<file path="src/rtl/alarm_seq_ctrl_if.sv">
// alarm_seq_ctrl_if: groups the button, time-of-day and setpoint inputs with
// the trigger/status outputs of the alarm sequencer. Clock and reset are
// plain ports on the modules themselves.
interface alarm_seq_ctrl_if;
   logic       set_btn;
   logic       stop_btn;
   logic       snooze_btn;
   logic       alarm_en;
   logic [4:0] hh_now;
   logic [5:0] mm_now;
   logic [4:0] alm_hh_in;
   logic [5:0] alm_mm_in;

   logic       trigger;
   logic [4:0] alm_hh;
   logic [5:0] alm_mm;
   logic       ringing;
   logic       snoozing;
   logic [2:0] ctrl_state;

   // Drives the buttons/time and observes the sequencer
   modport master (
      output set_btn, stop_btn, snooze_btn, alarm_en,
      output hh_now, mm_now, alm_hh_in, alm_mm_in,
      input  trigger, alm_hh, alm_mm, ringing, snoozing, ctrl_state
   );

   // The sequencer itself
   modport slave (
      input  set_btn, stop_btn, snooze_btn, alarm_en,
      input  hh_now, mm_now, alm_hh_in, alm_mm_in,
      output trigger, alm_hh, alm_mm, ringing, snoozing, ctrl_state
   );
endinterface

</file>
<file path="src/rtl/alarm_seq_ctrl.sv">
// alarm_seq_ctrl: turns button edges, the time-of-day match and second
// timers into single-cycle trigger pulses for the idle/load/alarm FSM,
// holds the alarm setpoint and reports the sequencer state.
// Optional feature macro: ALARM_SNOOZE_EN (adds SNZ_GAP/SNOOZE states).
module alarm_seq_ctrl #(
   parameter int unsigned TICK_DIV    = 50_000_000,
   parameter int unsigned RING_SECS   = 60,
   parameter int unsigned SNOOZE_SECS = 300
) (
   input  logic             m_clk,
   input  logic             m_reset,
   alarm_seq_ctrl_if.slave  bus
);

   localparam int unsigned PRE_W = (TICK_DIV > 1) ? $clog2(TICK_DIV) : 1;
`ifdef ALARM_SNOOZE_EN
   localparam int unsigned CNT_MAX = (RING_SECS > SNOOZE_SECS) ? RING_SECS : SNOOZE_SECS;
`else
   localparam int unsigned CNT_MAX = RING_SECS;
`endif
   localparam int unsigned CNT_W = $clog2(CNT_MAX + 1);

   localparam logic [PRE_W-1:0] PRE_LAST   = PRE_W'(TICK_DIV - 1);
   localparam logic [CNT_W-1:0] CNT_SAT    = CNT_W'(CNT_MAX);
   localparam logic [CNT_W-1:0] RING_END   = CNT_W'(RING_SECS);
`ifdef ALARM_SNOOZE_EN
   localparam logic [CNT_W-1:0] SNOOZE_END = CNT_W'(SNOOZE_SECS);
`endif

   typedef enum logic [2:0] {
      ST_IDLE    = 3'd0,
      ST_ARMED   = 3'd1,
`ifdef ALARM_SNOOZE_EN
      ST_SNZ_GAP = 3'd3,
      ST_SNOOZE  = 3'd4,
`endif
      ST_RING    = 3'd2
   } state_t;

   state_t           state_q, state_d;
   logic [PRE_W-1:0] pre_q, pre_d;
   logic [CNT_W-1:0] cnt_q, cnt_d;
   logic             sec_tick;

   logic             set_s_q, set_s_d, set_p_q, set_p_d;
   logic             stop_s_q, stop_s_d, stop_p_q, stop_p_d;
   logic             set_edge, stop_edge;
`ifdef ALARM_SNOOZE_EN
   logic             snz_s_q, snz_s_d, snz_p_q, snz_p_d;
   logic             snz_edge;
   logic             gap_q, gap_d;
`else
   logic             unused_snooze;
`endif

   logic             match_now, match_load, match_q, match_d, match_edge;
   logic             hold;

   logic             trigger_q, trigger_d;
   logic             ringing_q, ringing_d;
   logic             snoozing_q, snoozing_d;
   logic [4:0]       alm_hh_q, alm_hh_d;
   logic [5:0]       alm_mm_q, alm_mm_d;

   assign sec_tick   = (pre_q == PRE_LAST);
   assign set_edge   = set_s_q & ~set_p_q;
   assign stop_edge  = stop_s_q & ~stop_p_q;
`ifdef ALARM_SNOOZE_EN
   assign snz_edge   = snz_s_q & ~snz_p_q;
`else
   assign unused_snooze = bus.snooze_btn;
`endif

   assign match_now  = bus.alarm_en & (bus.hh_now == alm_hh_q) & (bus.mm_now == alm_mm_q);
   // Match value the new setpoint would give; loaded on latch so arming inside
   // the matching minute waits for the next occurrence
   assign match_load = bus.alarm_en & (bus.hh_now == bus.alm_hh_in) & (bus.mm_now == bus.alm_mm_in);
   assign match_edge = match_now & ~match_q;

   // While a trigger is high no new trigger may be issued; the previous-sample
   // registers freeze so any edge arriving then is served one cycle later
   assign hold = trigger_q;

   assign bus.trigger    = trigger_q;
   assign bus.alm_hh     = alm_hh_q;
   assign bus.alm_mm     = alm_mm_q;
   assign bus.ringing    = ringing_q;
   assign bus.snoozing   = snoozing_q;
   assign bus.ctrl_state = state_q;

   // Next-state, trigger, timers, edge samplers and setpoint
   always_comb begin
      state_d   = state_q;
      trigger_d = 1'b0;
      alm_hh_d  = alm_hh_q;
      alm_mm_d  = alm_mm_q;
      match_d   = hold ? match_q : match_now;
      pre_d     = sec_tick ? '0 : pre_q + 1'b1;

      set_s_d   = bus.set_btn;
      stop_s_d  = bus.stop_btn;
      set_p_d   = hold ? set_p_q  : set_s_q;
      stop_p_d  = hold ? stop_p_q : stop_s_q;
`ifdef ALARM_SNOOZE_EN
      snz_s_d   = bus.snooze_btn;
      snz_p_d   = hold ? snz_p_q : snz_s_q;
`endif

      case (state_q)
         ST_IDLE: begin
            if (set_edge && !hold) begin
               alm_hh_d  = bus.alm_hh_in;
               alm_mm_d  = bus.alm_mm_in;
               match_d   = match_load;
               trigger_d = 1'b1;
               state_d   = ST_ARMED;
            end
         end
         ST_ARMED: begin
            if (set_edge) begin
               alm_hh_d = bus.alm_hh_in;
               alm_mm_d = bus.alm_mm_in;
               match_d  = match_load;
            end else if (match_edge && !hold) begin
               trigger_d = 1'b1;
               state_d   = ST_RING;
            end
         end
         ST_RING: begin
            if (!hold) begin
               if (stop_edge || (cnt_q == RING_END)) begin
                  trigger_d = 1'b1;
                  state_d   = ST_IDLE;
               end
`ifdef ALARM_SNOOZE_EN
               else if (snz_edge) begin
                  trigger_d = 1'b1;
                  state_d   = ST_SNZ_GAP;
               end
`endif
            end
         end
`ifdef ALARM_SNOOZE_EN
         ST_SNZ_GAP: begin
            if (gap_q) begin
               trigger_d = 1'b1;
               state_d   = ST_SNOOZE;
            end
         end
         ST_SNOOZE: begin
            if (!hold && (cnt_q == SNOOZE_END)) begin
               trigger_d = 1'b1;
               state_d   = ST_RING;
            end
         end
`endif
         default: begin
            state_d = ST_IDLE;
         end
      endcase

      if (state_d != state_q) begin
         cnt_d = '0;
      end else if (sec_tick && (cnt_q != CNT_SAT)) begin
         cnt_d = cnt_q + 1'b1;
      end else begin
         cnt_d = cnt_q;
      end

`ifdef ALARM_SNOOZE_EN
      gap_d      = (state_q == ST_SNZ_GAP) && (state_d == ST_SNZ_GAP);
      snoozing_d = (state_d == ST_SNZ_GAP) || (state_d == ST_SNOOZE);
`else
      snoozing_d = 1'b0;
`endif
      ringing_d  = (state_d == ST_RING);
   end

   // All sequencer state and registered outputs
   always_ff @(posedge m_clk or posedge m_reset) begin
      if (m_reset) begin
         state_q    <= ST_IDLE;
         pre_q      <= '0;
         cnt_q      <= '0;
         set_s_q    <= 1'b0;
         set_p_q    <= 1'b0;
         stop_s_q   <= 1'b0;
         stop_p_q   <= 1'b0;
`ifdef ALARM_SNOOZE_EN
         snz_s_q    <= 1'b0;
         snz_p_q    <= 1'b0;
         gap_q      <= 1'b0;
`endif
         match_q    <= 1'b0;
         trigger_q  <= 1'b0;
         ringing_q  <= 1'b0;
         snoozing_q <= 1'b0;
         alm_hh_q   <= '0;
         alm_mm_q   <= '0;
      end else begin
         state_q    <= state_d;
         pre_q      <= pre_d;
         cnt_q      <= cnt_d;
         set_s_q    <= set_s_d;
         set_p_q    <= set_p_d;
         stop_s_q   <= stop_s_d;
         stop_p_q   <= stop_p_d;
`ifdef ALARM_SNOOZE_EN
         snz_s_q    <= snz_s_d;
         snz_p_q    <= snz_p_d;
         gap_q      <= gap_d;
`endif
         match_q    <= match_d;
         trigger_q  <= trigger_d;
         ringing_q  <= ringing_d;
         snoozing_q <= snoozing_d;
         alm_hh_q   <= alm_hh_d;
         alm_mm_q   <= alm_mm_d;
      end
   end

endmodule
</file>
<file path="src/flat_wrapper.sv">
// flat-port wrapper written by rule: the top's interface ports become plain ports
module alarm_seq_ctrl_flat 
#(
   parameter int unsigned TICK_DIV    = 50_000_000,
   parameter int unsigned RING_SECS   = 60,
   parameter int unsigned SNOOZE_SECS = 300
)
  (m_clk, m_reset, bus_set_btn, bus_stop_btn, bus_snooze_btn, bus_alarm_en, bus_hh_now, bus_mm_now, bus_alm_hh_in, bus_alm_mm_in, bus_trigger, bus_alm_hh, bus_alm_mm, bus_ringing, bus_snoozing, bus_ctrl_state);
  alarm_seq_ctrl_if bus_i ();
  input  logic m_clk;
  input  logic m_reset;
  input wire logic [$bits(bus_i.set_btn)-1:0] bus_set_btn;
  input wire logic [$bits(bus_i.stop_btn)-1:0] bus_stop_btn;
  input wire logic [$bits(bus_i.snooze_btn)-1:0] bus_snooze_btn;
  input wire logic [$bits(bus_i.alarm_en)-1:0] bus_alarm_en;
  input wire logic [$bits(bus_i.hh_now)-1:0] bus_hh_now;
  input wire logic [$bits(bus_i.mm_now)-1:0] bus_mm_now;
  input wire logic [$bits(bus_i.alm_hh_in)-1:0] bus_alm_hh_in;
  input wire logic [$bits(bus_i.alm_mm_in)-1:0] bus_alm_mm_in;
  output wire logic [$bits(bus_i.trigger)-1:0] bus_trigger;
  output wire logic [$bits(bus_i.alm_hh)-1:0] bus_alm_hh;
  output wire logic [$bits(bus_i.alm_mm)-1:0] bus_alm_mm;
  output wire logic [$bits(bus_i.ringing)-1:0] bus_ringing;
  output wire logic [$bits(bus_i.snoozing)-1:0] bus_snoozing;
  output wire logic [$bits(bus_i.ctrl_state)-1:0] bus_ctrl_state;
  assign bus_i.set_btn = bus_set_btn;
  assign bus_i.stop_btn = bus_stop_btn;
  assign bus_i.snooze_btn = bus_snooze_btn;
  assign bus_i.alarm_en = bus_alarm_en;
  assign bus_i.hh_now = bus_hh_now;
  assign bus_i.mm_now = bus_mm_now;
  assign bus_i.alm_hh_in = bus_alm_hh_in;
  assign bus_i.alm_mm_in = bus_alm_mm_in;
  assign bus_trigger = bus_i.trigger;
  assign bus_alm_hh = bus_i.alm_hh;
  assign bus_alm_mm = bus_i.alm_mm;
  assign bus_ringing = bus_i.ringing;
  assign bus_snoozing = bus_i.snoozing;
  assign bus_ctrl_state = bus_i.ctrl_state;
  alarm_seq_ctrl #(.TICK_DIV(TICK_DIV), .RING_SECS(RING_SECS), .SNOOZE_SECS(SNOOZE_SECS)) u_core (.m_clk(m_clk), .m_reset(m_reset), .bus(bus_i));
endmodule
</file>
<file path="config.mk">
export PLATFORM = sky130hd
export DESIGN_NAME = alarm_seq_ctrl_flat
export DESIGN_NICKNAME = d
export VERILOG_FILES = /design/src/rtl/alarm_seq_ctrl_if.sv /design/src/rtl/alarm_seq_ctrl.sv /design/src/flat_wrapper.sv
export SDC_FILE = /design/constraint.sdc
export NUM_CORES = 1
export LEC_CHECK = 0
export CORE_MARGIN = 2
export CORE_UTILIZATION = 45
export CTS_CLUSTER_SIZE = 25
export DETAILED_ROUTE_END_ITERATION = 10
export PLACE_DENSITY = 0.69
export SETUP_SLACK_MARGIN = 0.2
export SYNTH_ARGS = -nofsm -noshare
export SYNTH_HDL_FRONTEND = slang
export SYNTH_SLANG_ARGS = --single-unit
</file>
<file path="constraint.sdc">
create_clock -name m_clk -period 2.6 [get_ports m_clk]
set_input_delay 0.65 -clock m_clk [delete_from_list [all_inputs] [get_ports m_clk]]
set_output_delay 0.65 -clock m_clk [all_outputs]
set_load 0.03 [all_outputs]
</file>
; Yosys cells after proc, flatten, opt, wreduce, memory -nomap -nowiden
; Index checks and enable logic that the tools add are counted.
; W data, S select, Z words.
[word_totals]
regBits = 53
latch_bits = 0
mem_bits_rw = 0
rom_bits = 0
in_bits = 28
output_inout_bits = 17
word_cells = 71
n_memories = 0
[classes]
addsub = 2
mul = 0
div_mod_pow = 0
magnitude_cmp = 0
eq_ne = 13
n_shift = 0
muxes = 25
bitwise_logic = 10
reduce_logical = 9
[ops]
columns = cell, n
row1 = $add A26 B1 Y26 const B, 1
row2 = $eq A26 B26 Y1 const B, 1
row3 = $mux W26, 1
row4 = $mux W6, 4
row5 = $mux W3, 5
row6 = $eq A6 B6 Y1, 2
row7 = $pmux W6 S2, 1
row8 = $eq A5 B5 Y1, 2
row9 = $mux W5, 2
row10 = $pmux W5 S2, 1
row11 = $pmux W3 S3, 1
row12 = $mux W1, 8
row13 = $and A1 B1 Y1, 7
row14 = $add A6 B1 Y6 const B, 1
row15 = $eq A3 B2 Y1 const B, 2
row16 = $eq A6 B6 Y1 const B, 1
row17 = $ne A6 B6 Y1 const B, 1
row18 = $ne A2 B1 Y1 const B, 2
row19 = $reduce_bool A2 Y1, 2
row20 = $eq A3 B1 Y1 const B, 1
row21 = $logic_and A1 B1 Y1, 3
row22 = $logic_not A3 Y1, 1
row23 = $ne A3 B3 Y1, 1
row24 = $not A1 Y1, 3
row25 = 5 further kinds, 5

; Logic depth before layout (Yosys ltp)
[depth]
word_depth = 10
ltp_mapped = 7

; Least setup slack after synthesis
; OpenSTA, ideal clock, no wires.
[synth_timing]
path_type = flip-flop to flip-flop
from = reg u_core.pre_q[10]
to = reg u_core.cnt_q[5]
arrival_ns = 1.800
required_time_ns = 2.455
path_slack_ns = 0.655
path_stages_with_launch = 7
path_buffers = 1
period_less_slack_ns = 1.945
cell_sequence = dfrtp_1 -> or4b_4 -> nor4_4 -> and3_2 -> buf_2 -> and4b_1 -> nor3_1
[synth_between]
elab_chain_cells = 3
[synth_rtl]
columns = element, line_no
row1 = "start, declared", alarm_seq_ctrl.sv:41  ; logic [PRE_W-1:0] pre_q, pre_d;
row2 = "start signal, assigned", alarm_seq_ctrl.sv:202  ; pre_q <= pre_d;
row3 = $eq A26 B26 Y1, alarm_seq_ctrl.sv:65  ; assign sec_tick = (pre_q == PRE_LAST);
row4 = $logic_and A1 B1 Y1, alarm_seq_ctrl.sv:164  ; end else if (sec_tick && (cnt_q != CNT_SAT)) begin
row5 = $reduce_bool A2 Y1 (no source line), -
row6 = "end signal, assigned", alarm_seq_ctrl.sv:203  ; cnt_q <= cnt_d;
row7 = "end, declared", alarm_seq_ctrl.sv:42  ; logic [CNT_W-1:0] cnt_q, cnt_d;
; No other way between the ends.
; A chain may end at the register's enable or synchronous reset.

; Final worst setup path
[layout_timing]
from = in bus_mm_now[1]
to = reg u_core.cnt_q[3]
[layout_between]
elab_chain_cells = 9
elab_cells_between_ends = 10
cone_classes = 2 x eq/ne / 4 x mux / 2 x bitwise / 2 x reduce/logical
[layout_rtl]
columns = element, line_no
row1 = "start, declared", flat_wrapper.sv:17  ; input wire logic [$bits(bus_i.mm_now)-1:0] bus_mm_now;
row2 = $eq A6 B6 Y1 *, alarm_seq_ctrl.sv:74  ; assign match_now = bus.alarm_en & (bus.hh_now == alm_hh_q) & (bus.mm_now == alm_mm_q);
row3 = $and A1 B1 Y1 *, alarm_seq_ctrl.sv:74
row4 = $and A1 B1 Y1 *, alarm_seq_ctrl.sv:78  ; assign match_edge = match_now & ~match_q;
row5 = $logic_and A1 B1 Y1 *, alarm_seq_ctrl.sv:124  ; end else if (match_edge && !hold) begin
row6 = $mux W3 *, alarm_seq_ctrl.sv:124
row7 = $mux W3 *, alarm_seq_ctrl.sv:120  ; if (set_edge) begin
row8 = $pmux W3 S3 *, alarm_seq_ctrl.sv:109  ; case (state_q)
row9 = $ne A3 B3 Y1 *, alarm_seq_ctrl.sv:162  ; if (state_d != state_q) begin
row10 = $mux W6 or $reduce_bool A2 Y1 (tied branches), -
; Every way passes the cells marked *; elsewhere a longest branch is shown, timed or not.

==> out/results.txt <==
The run finished with clean final reports. The total number of vias is 1,947, and the mean number of vias per cell is 5.18. The fraction of layout cells with a size suffix above 1 was 0.118; the area added between synthesis and finish was 24.3%. For this design, the sink count on the clock tree is 53.

The number of global-route vias before repair is 1,979. The area enclosed by the die boundary is 6530 sq um, and the length in cells of the worst reg-to-reg path is 6. The critical path startpoint category was an input port. The global-route total usage across every layer came out at 0.176. Setup violations remaining at the end of the flow were counted as 0. Of all nets on the critical path, the largest fanout is 5. The placer congestion estimate came out at 0.742. The violation count after the first detailed-routing iteration was 111. The tree is rooted in a sky130_fd_sc_hd__clkbuf_8. The min-delay analysis places its worst path in the category reg2reg. The first global-routing pass estimated 8.87 mm of wire.

In the final routed layout, each cell accounts on average for 13.8 um. Timing would allow up to 444 MHz. TritonCTS built the clock tree. Among all flip-flop cells after synthesis, the most frequent one is sky130_fd_sc_hd__dfrtp_1. Critical path class: in2reg. Sorting the synthesized cells by how often they occur yields 53 x sky130_fd_sc_hd__dfrtp_1, 32 x sky130_fd_sc_hd__xnor2_1, 29 x sky130_fd_sc_hd__nor2_1, 16 x sky130_fd_sc_hd__nand3_1, 15 x sky130_fd_sc_hd__nand4_1.

Total count of hold-check failures in the final report: 0. The clock latency reported for the late side of the worst-skew pair was 0.30 ns; the total power per unit cell area was 546 nW/um^2. The number of gates resized after CTS was 0.

The post-synthesis sequential area ratio came out at 0.500. Setup repair after global routing left no endpoint under its margin. After detailed routing, the number of remaining DRC violations is 0. The tools report the total I/O pin count as 45. The tools report the hold buffer count at cts as 0. The worst-case IR drop observed on VDD is 0.000330 V. The horizontal extent of the die was 80.8 um; the number of iterations in the first detailed-routing pass was 4.

In this run, synthesis inferred 0 flip-flops with an integrated enable. The portion of the clock cycle consumed by the worst path in the final layout is 0.866. The slew at the pin closest to its max-slew limit was 0.740 ns.

The detail route stage leaves a number of antenna-violating nets equal to 0. On the final layout, the worst clock skew is 0.00993 ns. Number of antenna violations at the first check in global routing: 0. The run gives 27 as the row count. For the final max-slew violation count, the log shows 0. Sorting the synthesized cells by area gives the leading types as sky130_fd_sc_hd__dfrtp_1 50%, sky130_fd_sc_hd__xnor2_1 11%, sky130_fd_sc_hd__mux2_2 5.5%, sky130_fd_sc_hd__xor2_1 4.3%, sky130_fd_sc_hd__nor2_1 4.1%. The routed design has 5.18 mm of wire.

The logs give 334 for the final layout net count and 5610 sq um for the core outline area. The residual overflow from global routing was 0; the number of warning messages in the yosys log was 0. Data on the critical path arrives at its endpoint at 2.43 ns. Summed over all instances, the cell type with the most area after synthesis is sky130_fd_sc_hd__dfrtp_1. The run gives 0.473 as the starting utilization of the core area. From bottom edge to top edge, the die measures 80.8 um. The time the final worst path needs with I/O delays and setup was 2.25 ns; the post-synthesis instance area was 2660 sq um. The instance count along the most critical hold path is 1, and the leakage power summed over all cells is 1.34 nW. For the number of different library cells in the post-synthesis netlist, the log shows 39. The clock passes through at most 2 buffers.

The tools report the capturing element type of the critical path as a flip-flop. Clock-pin slew was measured on the worst setup and hold paths at 0.09 ns. The max-capacitance violation count is 0, and the required time reported for the critical path endpoint is 2.78 ns.

After clock tree synthesis, the setup repair step added 0 buffers. The most common cell in the synthesized netlist is sky130_fd_sc_hd__dfrtp_1. Estimated wirelength of the detail-placed design: 3.75 mm.

For the final routed database, the setup TNS stands at 0 ns. Buffers inserted during clock tree synthesis total 5. A synthesized cell averages 10.5 sq um. CTS built an H-tree with a depth of 2. The run gives 54 as the pin count of the biggest net entering global routing. The tightest slew margin relative to the limit is 0.503. The synthesized netlist cell count was 252; the final worst setup slack was 0.349 ns. Buffers placed on the I/O ports in this run total 42. At the placement stage, the worst setup path has a slack of 0.0219 ns.

Share of the synthesized area in the top cell type: 0.500. Counting flops and latches in the post-synthesis netlist gives 53. The number of antenna diodes is 0.

Post-synthesis async set-or-reset flop share: 1.00.
critical path, stage by stage:
cell and delay [ns]:
sky130_fd_sc_hd__clkdlybuf4s50_1 0.51, sky130_fd_sc_hd__xnor2_1 0.15, sky130_fd_sc_hd__nand4_1 0.16, sky130_fd_sc_hd__or4_1 0.59
sky130_fd_sc_hd__o21ai_0 0.14, sky130_fd_sc_hd__buf_4 0.19, sky130_fd_sc_hd__a21oi_1 0.04
area by class of cell:
type	count	area, sq um
Sequential cell	53	1330
Clock inverter	1	5.00
Inverter	7	26.3
Timing Repair Buffer	47	470
Multi-Input combinational cell	189	1280
Tap cell	72	90.1
Fill cell	521	2310
Clock buffer	7	96.3
per-stage QoR:
stage                     cells  area [sq um]   util  power, mW  hold slack [ns]
final                       376          3300  0.588       1.80            0.493
after global routing        376          3300  0.588       1.88            0.496
after CTS                   376          3300  0.588       1.82            0.499
after detailed placement    368          3200  0.570       1.32            0.485
after global placement      368          3200  0.570       1.31            0.456
after floorplan             253          2660      -       1.14            0.441
path summary, 6_finish.rpt:
check | start | to | slack [ns]
setup / recovery | bus_mm_now[1] | u_core.cnt_q[3] | 0.35
hold / removal | u_core.pre_q[6] | u_core.pre_q[6] | 0.49
setup reg to reg | u_core.pre_q[0] | u_core.pre_q[20] | 0.46
hold reg to reg | u_core.pre_q[6] | u_core.pre_q[6] | 0.49
max in group asynchronous | m_reset | u_core.cnt_q[3] | 1.66
min in group asynchronous | m_reset | u_core.bus.alm_hh[0] | 0.70
cell usage in the layout, fill, tap and decap left out, types with 2 or more instances in the layout:
cell type,count
sky130_fd_sc_hd__clkdlybuf4s50_1,42
sky130_fd_sc_hd__xor2_1,13
sky130_fd_sc_hd__nor2_1,29
sky130_fd_sc_hd__conb_1,2
sky130_fd_sc_hd__mux2_2,13
sky130_fd_sc_hd__nor2b_1,2
sky130_fd_sc_hd__dfrtp_1,53
sky130_fd_sc_hd__o31ai_1,2
sky130_fd_sc_hd__clkbuf_8,7
sky130_fd_sc_hd__and2_1,2
sky130_fd_sc_hd__nand4_1,15
sky130_fd_sc_hd__a21oi_1,12
sky130_fd_sc_hd__or3_1,2
sky130_fd_sc_hd__nand2b_1,2
sky130_fd_sc_hd__nand3_1,16
sky130_fd_sc_hd__or4_1,2
sky130_fd_sc_hd__ha_1,3
sky130_fd_sc_hd__and3_1,2
sky130_fd_sc_hd__inv_1,6
sky130_fd_sc_hd__buf_4,4
sky130_fd_sc_hd__xnor2_1,32
sky130_fd_sc_hd__nor3_1,6
sky130_fd_sc_hd__nand2_1,11
sky130_fd_sc_hd__o21ai_0,8
logic make-up (layout without fill, tap and decap cells):
kind of cell,after synthesis,in the layout,share of synthesized area
AOI/OAI and AO/OA,26,26,0.0561
xor gates and xnor gates,45,45,0.148
adders and majority gates,3,3,0.0141
buffers and inverters,11,62,0.0179
DFF,53,53,0.500
muxes,13,13,0.0551
other,1,2,0.00141
and+or+nand+nor,100,100,0.207
flip-flops by register name (all words and copies together), names as in the netlist:
signal,count
u_core.pre_q,26
u_core.match_q,1
u_core.stop_p_q,1
u_core.bus.alm_mm,6
u_core.stop_s_q,1
u_core.set_p_q,1
u_core.bus.ringing,1
u_core.cnt_q,6
u_core.bus.trigger,1
u_core.bus.ctrl_state,3
u_core.set_s_q,1
u_core.bus.alm_hh,5
layer usage:
layer	share of wire	wire length [um]	up-vias	track usage
met4	0.0083	43	0	0.0576
met5	0	0	-	0
met2	0.46	2410	36	0.266
met1	0.49	2560	932	0.244
li1	-	-	977	-
met3	0.032	166	2	0.0511
power by group:
part	switching (mW)	leakage (nW)	internal, mW
Combinational	0.187	0.602	0.195
Sequential	0.0435	0.687	0.871
Clock	0.263	0.0542	0.241
Power figures use the tool's default switching activity.
